<file path="src/rtl/scan_pkg.sv">
// Shared definitions for the scan chain tile.
//   phase_t     : scan clock phase FSM states (ST_LOW, ST_HIGH)
//   SYNC_DEPTH  : number of synchronizer flops ahead of the edge stage
//   NUM_IOS_DEF : default number of bits per tile
package scan_pkg;

    localparam int SYNC_DEPTH  = 2;
    localparam int NUM_IOS_DEF = 8;

    typedef enum logic {
        ST_LOW  = 1'b0,
        ST_HIGH = 1'b1
    } phase_t;

endpackage

</file>
<file path="src/rtl/scan_sync_edge.sv">
// Synchronizer + edge detector for one asynchronous scan input.
//   clk, reset_n : tile clock, async active-low reset
//   din          : raw asynchronous input
//   level        : synchronized (optionally filtered) level
//   rise, fall   : single-cycle edge strobes derived from level
// Build option SCAN_TILE_GLITCH_FILTER_EN inserts a 3-sample majority
// filter after the synchronizer. It adds exactly one cycle on a clean
// edge, so every input gets it and clock/data/select/latch stay aligned;
// on clock and latch it also swallows single-cycle glitches.
module scan_sync_edge
    import scan_pkg::*;
(
    input  logic clk,
    input  logic reset_n,
    input  logic din,
    output logic level,
    output logic rise,
    output logic fall
);

    logic [SYNC_DEPTH-1:0] sync;   // sync[0] = s1, sync[SYNC_DEPTH-1] = s2
    logic                  s3;

    always_ff @(posedge clk or negedge reset_n) begin
        if (!reset_n) sync <= '0;
        else          sync <= {sync[SYNC_DEPTH-2:0], din};
    end

`ifdef SCAN_TILE_GLITCH_FILTER_EN
    logic [1:0] hist;
    logic       s2;

    assign s2 = sync[SYNC_DEPTH-1];

    always_ff @(posedge clk or negedge reset_n) begin
        if (!reset_n) hist <= '0;
        else          hist <= {hist[0], s2};
    end

    assign level = (s2 & hist[0]) | (s2 & hist[1]) | (hist[0] & hist[1]);
`else
    assign level = sync[SYNC_DEPTH-1];
`endif

    always_ff @(posedge clk or negedge reset_n) begin
        if (!reset_n) s3 <= 1'b0;
        else          s3 <= level;
    end

    assign rise = level & ~s3;
    assign fall = ~level & s3;

endmodule

</file>
<file path="src/rtl/scan_chain_tile.sv">
// Scan chain tile: per-design responder in a serial scan chain.
// Oversamples the scan clock/data/select/latch with the local clk, shifts
// NUM_IOS bits per scan clock (MSB leaves first), parallel-captures
// module_data_out when select is high, latches the shift register onto
// module_data_in on a latch-enable rise and regenerates all scan signals
// for the next tile.
//   clk, reset_n          : tile clock (>= 3x scan clock), async active-low reset
//   scan_*_in             : scan signals from previous tile / controller
//   scan_*_out            : regenerated scan signals toward the next tile
//   module_data_in        : latched inputs to the design
//   module_data_out       : design outputs, captured when select is high
//   bit_cnt               : shifting scan clock rises mod NUM_IOS (debug)
// Build option SCAN_TILE_GLITCH_FILTER_EN: majority filter on the scan
// inputs, adds one clk of latency everywhere.
module scan_chain_tile
    import scan_pkg::*;
#(
    parameter int NUM_IOS = NUM_IOS_DEF
) (
    input  logic                       clk,
    input  logic                       reset_n,
    input  logic                       scan_clk_in,
    input  logic                       scan_data_in,
    input  logic                       scan_select_in,
    input  logic                       scan_latch_en_in,
    output logic                       scan_clk_out,
    output logic                       scan_data_out,
    output logic                       scan_select_out,
    output logic                       scan_latch_en_out,
    output logic [NUM_IOS-1:0]         module_data_in,
    input  logic [NUM_IOS-1:0]         module_data_out,
    output logic [$clog2(NUM_IOS)-1:0] bit_cnt
);

    localparam int CW = $clog2(NUM_IOS);

    // index: 0 = clock, 1 = data, 2 = select, 3 = latch enable
    logic [3:0] raw, lvl, rse, fll;
    logic       unused_edges;

    assign raw = {scan_latch_en_in, scan_select_in, scan_data_in, scan_clk_in};

    for (genvar i = 0; i < 4; i++) begin : g_sync
        scan_sync_edge u_sync (
            .clk     (clk),
            .reset_n (reset_n),
            .din     (raw[i]),
            .level   (lvl[i]),
            .rise    (rse[i]),
            .fall    (fll[i])
        );
    end

    // Only clock edges and the latch rise drive decisions.
    assign unused_edges = &{1'b0, rse[2:1], fll[3:1]};

    logic clk_s2, data_s2, select_s2, latch_s2, clk_rise, clk_fall, latch_rise;

    assign clk_s2     = lvl[0];
    assign data_s2    = lvl[1];
    assign select_s2  = lvl[2];
    assign latch_s2   = lvl[3];
    assign clk_rise   = rse[0];
    assign clk_fall   = fll[0];
    assign latch_rise = rse[3];

    // Phase FSM: edges are only acted on from the matching phase.
    phase_t state, state_nxt;
    logic   do_rise, do_fall;

    always_ff @(posedge clk or negedge reset_n) begin
        if (!reset_n) state <= ST_LOW;
        else          state <= state_nxt;
    end

    always_comb begin
        state_nxt = state;
        do_rise   = 1'b0;
        do_fall   = 1'b0;
        case (state)
            ST_LOW: if (clk_rise) begin
                do_rise   = 1'b1;
                state_nxt = ST_HIGH;
            end
            ST_HIGH: if (clk_fall) begin
                do_fall   = 1'b1;
                state_nxt = ST_LOW;
            end
            default: state_nxt = ST_LOW;
        endcase
    end

    logic [NUM_IOS-1:0] shift;

    always_ff @(posedge clk or negedge reset_n) begin
        if (!reset_n) begin
            shift             <= '0;
            bit_cnt           <= '0;
            module_data_in    <= '0;
            scan_data_out     <= 1'b0;
            scan_clk_out      <= 1'b0;
            scan_select_out   <= 1'b0;
            scan_latch_en_out <= 1'b0;
        end else begin
            if (do_rise) begin
                if (select_s2) begin
                    // capture clock: bit counter is not advanced
                    shift <= module_data_out;
                end else begin
                    shift   <= {shift[NUM_IOS-2:0], data_s2};
                    bit_cnt <= (bit_cnt == CW'(NUM_IOS - 1)) ? '0 : bit_cnt + 1'b1;
                end
            end
            // Outgoing data moves only on the falling phase, so the next
            // tile sees the pre-rise MSB for the whole high phase.
            if (do_fall) scan_data_out <= shift[NUM_IOS-1];
            // Same-cycle shift takes the pre-shift value (non-blocking read).
            if (latch_rise) module_data_in <= shift;
            scan_clk_out      <= clk_s2;
            scan_select_out   <= select_s2;
            scan_latch_en_out <= latch_s2;
        end
    end

endmodule

</file>
<file path="config.mk">
export PLATFORM = sky130hd
export DESIGN_NAME = scan_chain_tile
export DESIGN_NICKNAME = d
export VERILOG_FILES = /design/src/rtl/scan_pkg.sv /design/src/rtl/scan_sync_edge.sv /design/src/rtl/scan_chain_tile.sv
export SDC_FILE = /design/constraint.sdc
export NUM_CORES = 1
export LEC_CHECK = 0
export CORE_UTILIZATION = 48
export CTS_CLUSTER_SIZE = 16
export DETAILED_ROUTE_END_ITERATION = 12
export PLACE_DENSITY = 0.82
export SYNTH_ARGS = -nofsm -noshare
export SYNTH_HDL_FRONTEND = slang
export SYNTH_SLANG_ARGS = --single-unit
</file>
<file path="constraint.sdc">
create_clock -name clk -period 1.7 [get_ports clk]
set_input_delay 0.17 -clock clk [delete_from_list [all_inputs] [get_ports clk]]
set_output_delay 0.17 -clock clk [all_outputs]
set_load 0.01 [all_outputs]
</file>
======== Word-level counts from Yosys, hierarchy flattened ========
Index checks and enable logic that the tools add are counted.
cells by class
  $add $sub $neg .......................... 1
  eq/ne operators ......................... 1
  mux-type cells .......................... 8
  bitwise operators ....................... 8
  reduce and logical (&&, ||, !) cells .... 1
operators by type and width
  cell                                                            count
  8-bit two-way mux                                               1
  1-bit two-way mux                                               5
  1-bit inverter                                                  5
  3-bit by 1-bit adder with 3-bit output (second input constant)  1
  1-bit AND                                                       3
  3-bit == test (second input constant)                           1
  3-bit two-way mux                                               1
  1-bit case mux with 2 select lines                              1
  2-bit AND reduction                                             1
storage, ports and cells
  flip-flop bits (word level) ............. 32
  input port bits ......................... 14
  output and inout port bits .............. 15
  word-level logic and storage cells ...... 31

======== Depth between registers and ports, before layout ========
  depth in word-level cells ............... 5
  gate-level depth with buffers ........... 4
  mapped depth without buffers ............ 4

======== Modules after synthesis ========
From an unflattened synthesis, not the netlist that was laid out.
unflattened totals
  cell total of the unflattened synthesis .. 82
  area, all modules ....................... 1425.1 um2
by module, submodules not included
  module           times used  cells an instance  area an instance (um2)  seq. area each (um2)
  scan_chain_tile  1           62                 1064.8                  600.6
  scan_sync_edge   4           5                  90.1                    75.1

======== Least setup slack after synthesis ========
OpenSTA, ideal clock, no wires.
  kind .................................... flip-flop to flip-flop
  start ................................... register g_sync[0].u_sync.s3
  end ..................................... register shift[0]
  library setup time ...................... 0.125 ns
  arrival time ............................ 1.207 ns
  required time ........................... 1.575 ns
  setup slack ............................. 0.369 ns
  stages on the path, launching flop included .. 3
  path buffers ............................ 0
  period minus slack after synthesis ...... 1.331 ns
  cells stage by stage .................... dfrtp_1 -> nor3b_4 -> mux2_2
on the way
  word-level cells in the longest chain between the ends .. 4
ends and longest elaborated chain
  item                    line                    text
  start, declared         scan_sync_edge.sv:22    logic s3;
  start signal, assigned  scan_sync_edge.sv:47    else s3 <= level;
  1-bit inverter          scan_sync_edge.sv:50    assign rise = level & ~s3;
  1-bit AND               scan_sync_edge.sv:50
  1-bit two-way mux       scan_chain_tile.sv:81   ST_LOW: if (clk_rise) begin
  1-bit two-way mux       scan_chain_tile.sv:80   case (state)
  end signal, assigned    scan_chain_tile.sv:108  shift <= module_data_out;
  end signal, assigned    scan_chain_tile.sv:110  shift <= {shift[NUM_IOS-2:0], data_s2};
  end, declared           scan_chain_tile.sv:93   logic [NUM_IOS-1:0] shift;
Every way passes these cells.
A chain may end at the register's enable or synchronous reset.

==> flow_summary.yaml <==
status:
  status: "complete, no violations"
finish:
  nets: 122
  layout-drive-gt1-share: 0.374
  fill_cells: 168
  multi_input_area_um2: 410
  diodes: 0
  final-seq-area_um2: 801
  areaGrowthSynthToFinish_pct: 31.6
  fin_util: 0.702
power:
  intPower_mw: 1.66
  p_comb_frac: 0.303
  p_per_area_nw_per_um2: 1430
  p_switching_mw: 0.641
  p_leak_nw: 0.682
  irDropWorstVdd_v: 0.000803
  clkPwrFrac: 0.204
  p_seq_frac: 0.494
  swShare: 0.279
yosys:
  synth_cell_types: 11
  synth_mux_area_frac: 0.257
  synthesis.nets: 87
  ys_ff_latch: 32
  synth.avg_cell_area_um2: 17.3
  synth_top_family_by_area: "multiplexers"
  synth_compound_area_frac: 0
  synth_area_um2: 1220
  synth_cells: 71
  ys_warn_count: 0
  synthSimpleGateAreaFrac: 0.0490
  synth_xor_area_frac: 0
  ys_seq_area_frac: 0.654
  synthAdderAreaFrac: 0.0286
die:
  die_h_um: 52.5
  dieWidth_um: 52.5
  io_pins: 29
  die-area_um2: 2760
  num_rows: 17
  initial_core_util: 0.533
  core_area_um2: 2300
clocking:
  clock-root-buffer: "clkbuf_4"
  clk_latency_ns: 0.34
  hold_buffers: 0
  cts_made_buffers: 5
  cts.repair_timing.setup_buffer_count: 0
  clk_pin_slew_worst_paths_ns: 0.11
  cts_htree_levels: 2
  clk_path_buf_depth: 2
  cts.sinks: 32
  cts_tree: "yes"
  cts-resized-gates: 0
drt:
  drt_iter0_drc: 5
  dr.pass1.iters: 3
  routed_wl_mm: 1.88
  drc_errors: 0
  ant_nets: 0
  post_drt_wl_per_cell_um: 13.9
  vias: 690
  vias_per_cell: 5.11
placement:
  io_buffers: 28
  dp_hpwl_mm: 1.38
  routabilityCongestion: 0.734
setup_path:
  cp.arrival_ns: 1.42
  crit_family: "buffers and inverters"
  crit_path_top_delay_cell: "clkdlybuf4s50_1"
  worstPathMaxFanout: 5
  crit_type: "reg2out"
  startpoint_type: "flop"
  path_cells: "clkdlybuf4s50_1"
  max_stage_delay_ns: 0.59
  path_buf_inv: 1
  end_kind: "primary output"
  crit_required_ns: 1.53
global_route:
  grt_start_max_net_pins: 33
  antenna_found_initial: 0
  track_usage: 0.178
  grt.overflow.total: 0
  grt_pass1_wl_mm: 3.23
  grt_pass1_vias: 726
timing:
  hold_viol_final: 0
  setup_tns_ns: 0
  relSlewSlack: 0.714
  rsz0062_at_grt: "no"
  finalClockSkew_ns: 0.0138
  clock.fmax_mhz: 628
  slew_violations: 0
  finalCriticalPeriod_ns: 1.59
  setup_viol: 0
  worst_pin_slew_ns: 0.429
  period_share: 0.936
job:
  max_cap_violations: 0
worst_hold_path:
  hold_path_class: "in2async"
-- cells in the final DEF (no fill, tap or decap), drive strengths merged --
cell type,instances
nor2b,1
maj3,1
clkbuf,6
buf,2
clkdlybuf4s50,28
inv,1
nor2,1
nor3b,1
nor4b,1
dfrtp,32
clkinvlp,2
nand3b,1
ha,2
mux2,28
-- logic make-up (layout without fill, tap and decap cells) --
group	count (synthesis)	in the layout
multiplexers	28	28
AND/OR/NAND/NOR	5	5
buffers and inverters	3	39
adder cells (fa/ha/maj)	3	3
flip-flops	32	32
-- power groups by stage --
stage	clock network [mW]	registers, mW	logic, mW
3_5_place_dp	0	1.16	0.707
6_report	0.469	1.14	0.697
5_1_grt	0.520	1.17	0.760
2_1_floorplan	0	1.19	0.275
4_1_cts	0.481	1.14	0.709
3_3_place_gp	0	1.14	0.686
-- synthesized netlist by cell type --
cell type   n  share of area
ha_1        2          0.020
nor2b_1     1         0.0051
mux2_2     28           0.26
nand3b_1    1         0.0061
nor2_1      1         0.0031
dfrtp_1    32           0.65
nor3b_4     1          0.015
inv_1       1         0.0031
nor4b_4     1          0.019
buf_2       2         0.0082
maj3_1      1         0.0082
-- worst register-to-register path: cells and delay by family, from the launching register on --
| kind | cells | cell delay [ns] |
|---|---|---|
| flip-flops | 1 | 0.48 |
| multiplexers | 1 | 0.39 |
| AND/OR/NAND/NOR | 1 | 0.44 |
-- registers in the layout, summed over array words and instances, names as in the netlist --
| register | flops |
|---|---|
| bit_cnt | 3 |
| scan_data_out | 1 |
| module_data_in | 8 |
| g_sync.u_sync.s3 | 2 |
| scan_select_out | 1 |
| state | 1 |
| g_sync.u_sync.sync | 8 |
| shift | 8 |
-- path summary, 6_finish.rpt --
check / slack (ns) / cells after the start / from / endpoint
setup / recovery: 0.11 / 1 / g_sync[0].u_sync.s3 / scan_clk_out
hold / removal: 0.20 / 2 / reset_n / module_data_in[7]
setup reg to reg: 0.28 / 2 / g_sync[0].u_sync.s3 / shift[3]
hold reg to reg: 0.36 / 0 / g_sync[0].u_sync.sync[0] / g_sync[0].u_sync.sync[1]
max in group asynchronous: 1.22 / 2 / reset_n / shift[3]
min in group clk: 0.26 / 1 / scan_latch_en_in / g_sync[3].u_sync.sync[0]
-- cell type report --
type,count,area share
Inverter,1,0.00233
Tap cell,28,0.0217
Timing Repair Buffer,30,0.183
Sequential cell,32,0.497
Clock inverter,2,0.00932
Multi-Input combinational cell,36,0.255
Clock buffer,6,0.0318
-- per-stage QoR --
step	std cells	power [mW]	setup WS (ns)	instance area (µm²)	hold slack, ns
final	135	2.30	0.109	1610	0.197
after CTS	135	2.33	0.0835	1610	0.207
after floorplan	71	1.46	0.369	1220	-0.126
after detailed placement	127	1.86	0.281	1550	0.335
after global placement	127	1.83	0.284	1550	0.334
after global routing	135	2.45	0.0483	1610	0.229
-- metal layers --
layer | share of wire | track usage
met5 | 0 | 0
met4 | 0.032 | 0.132
met3 | 0.056 | 0.0638
met2 | 0.48 | 0.262
met1 | 0.43 | 0.212
(Power assumes the default switching activity.)
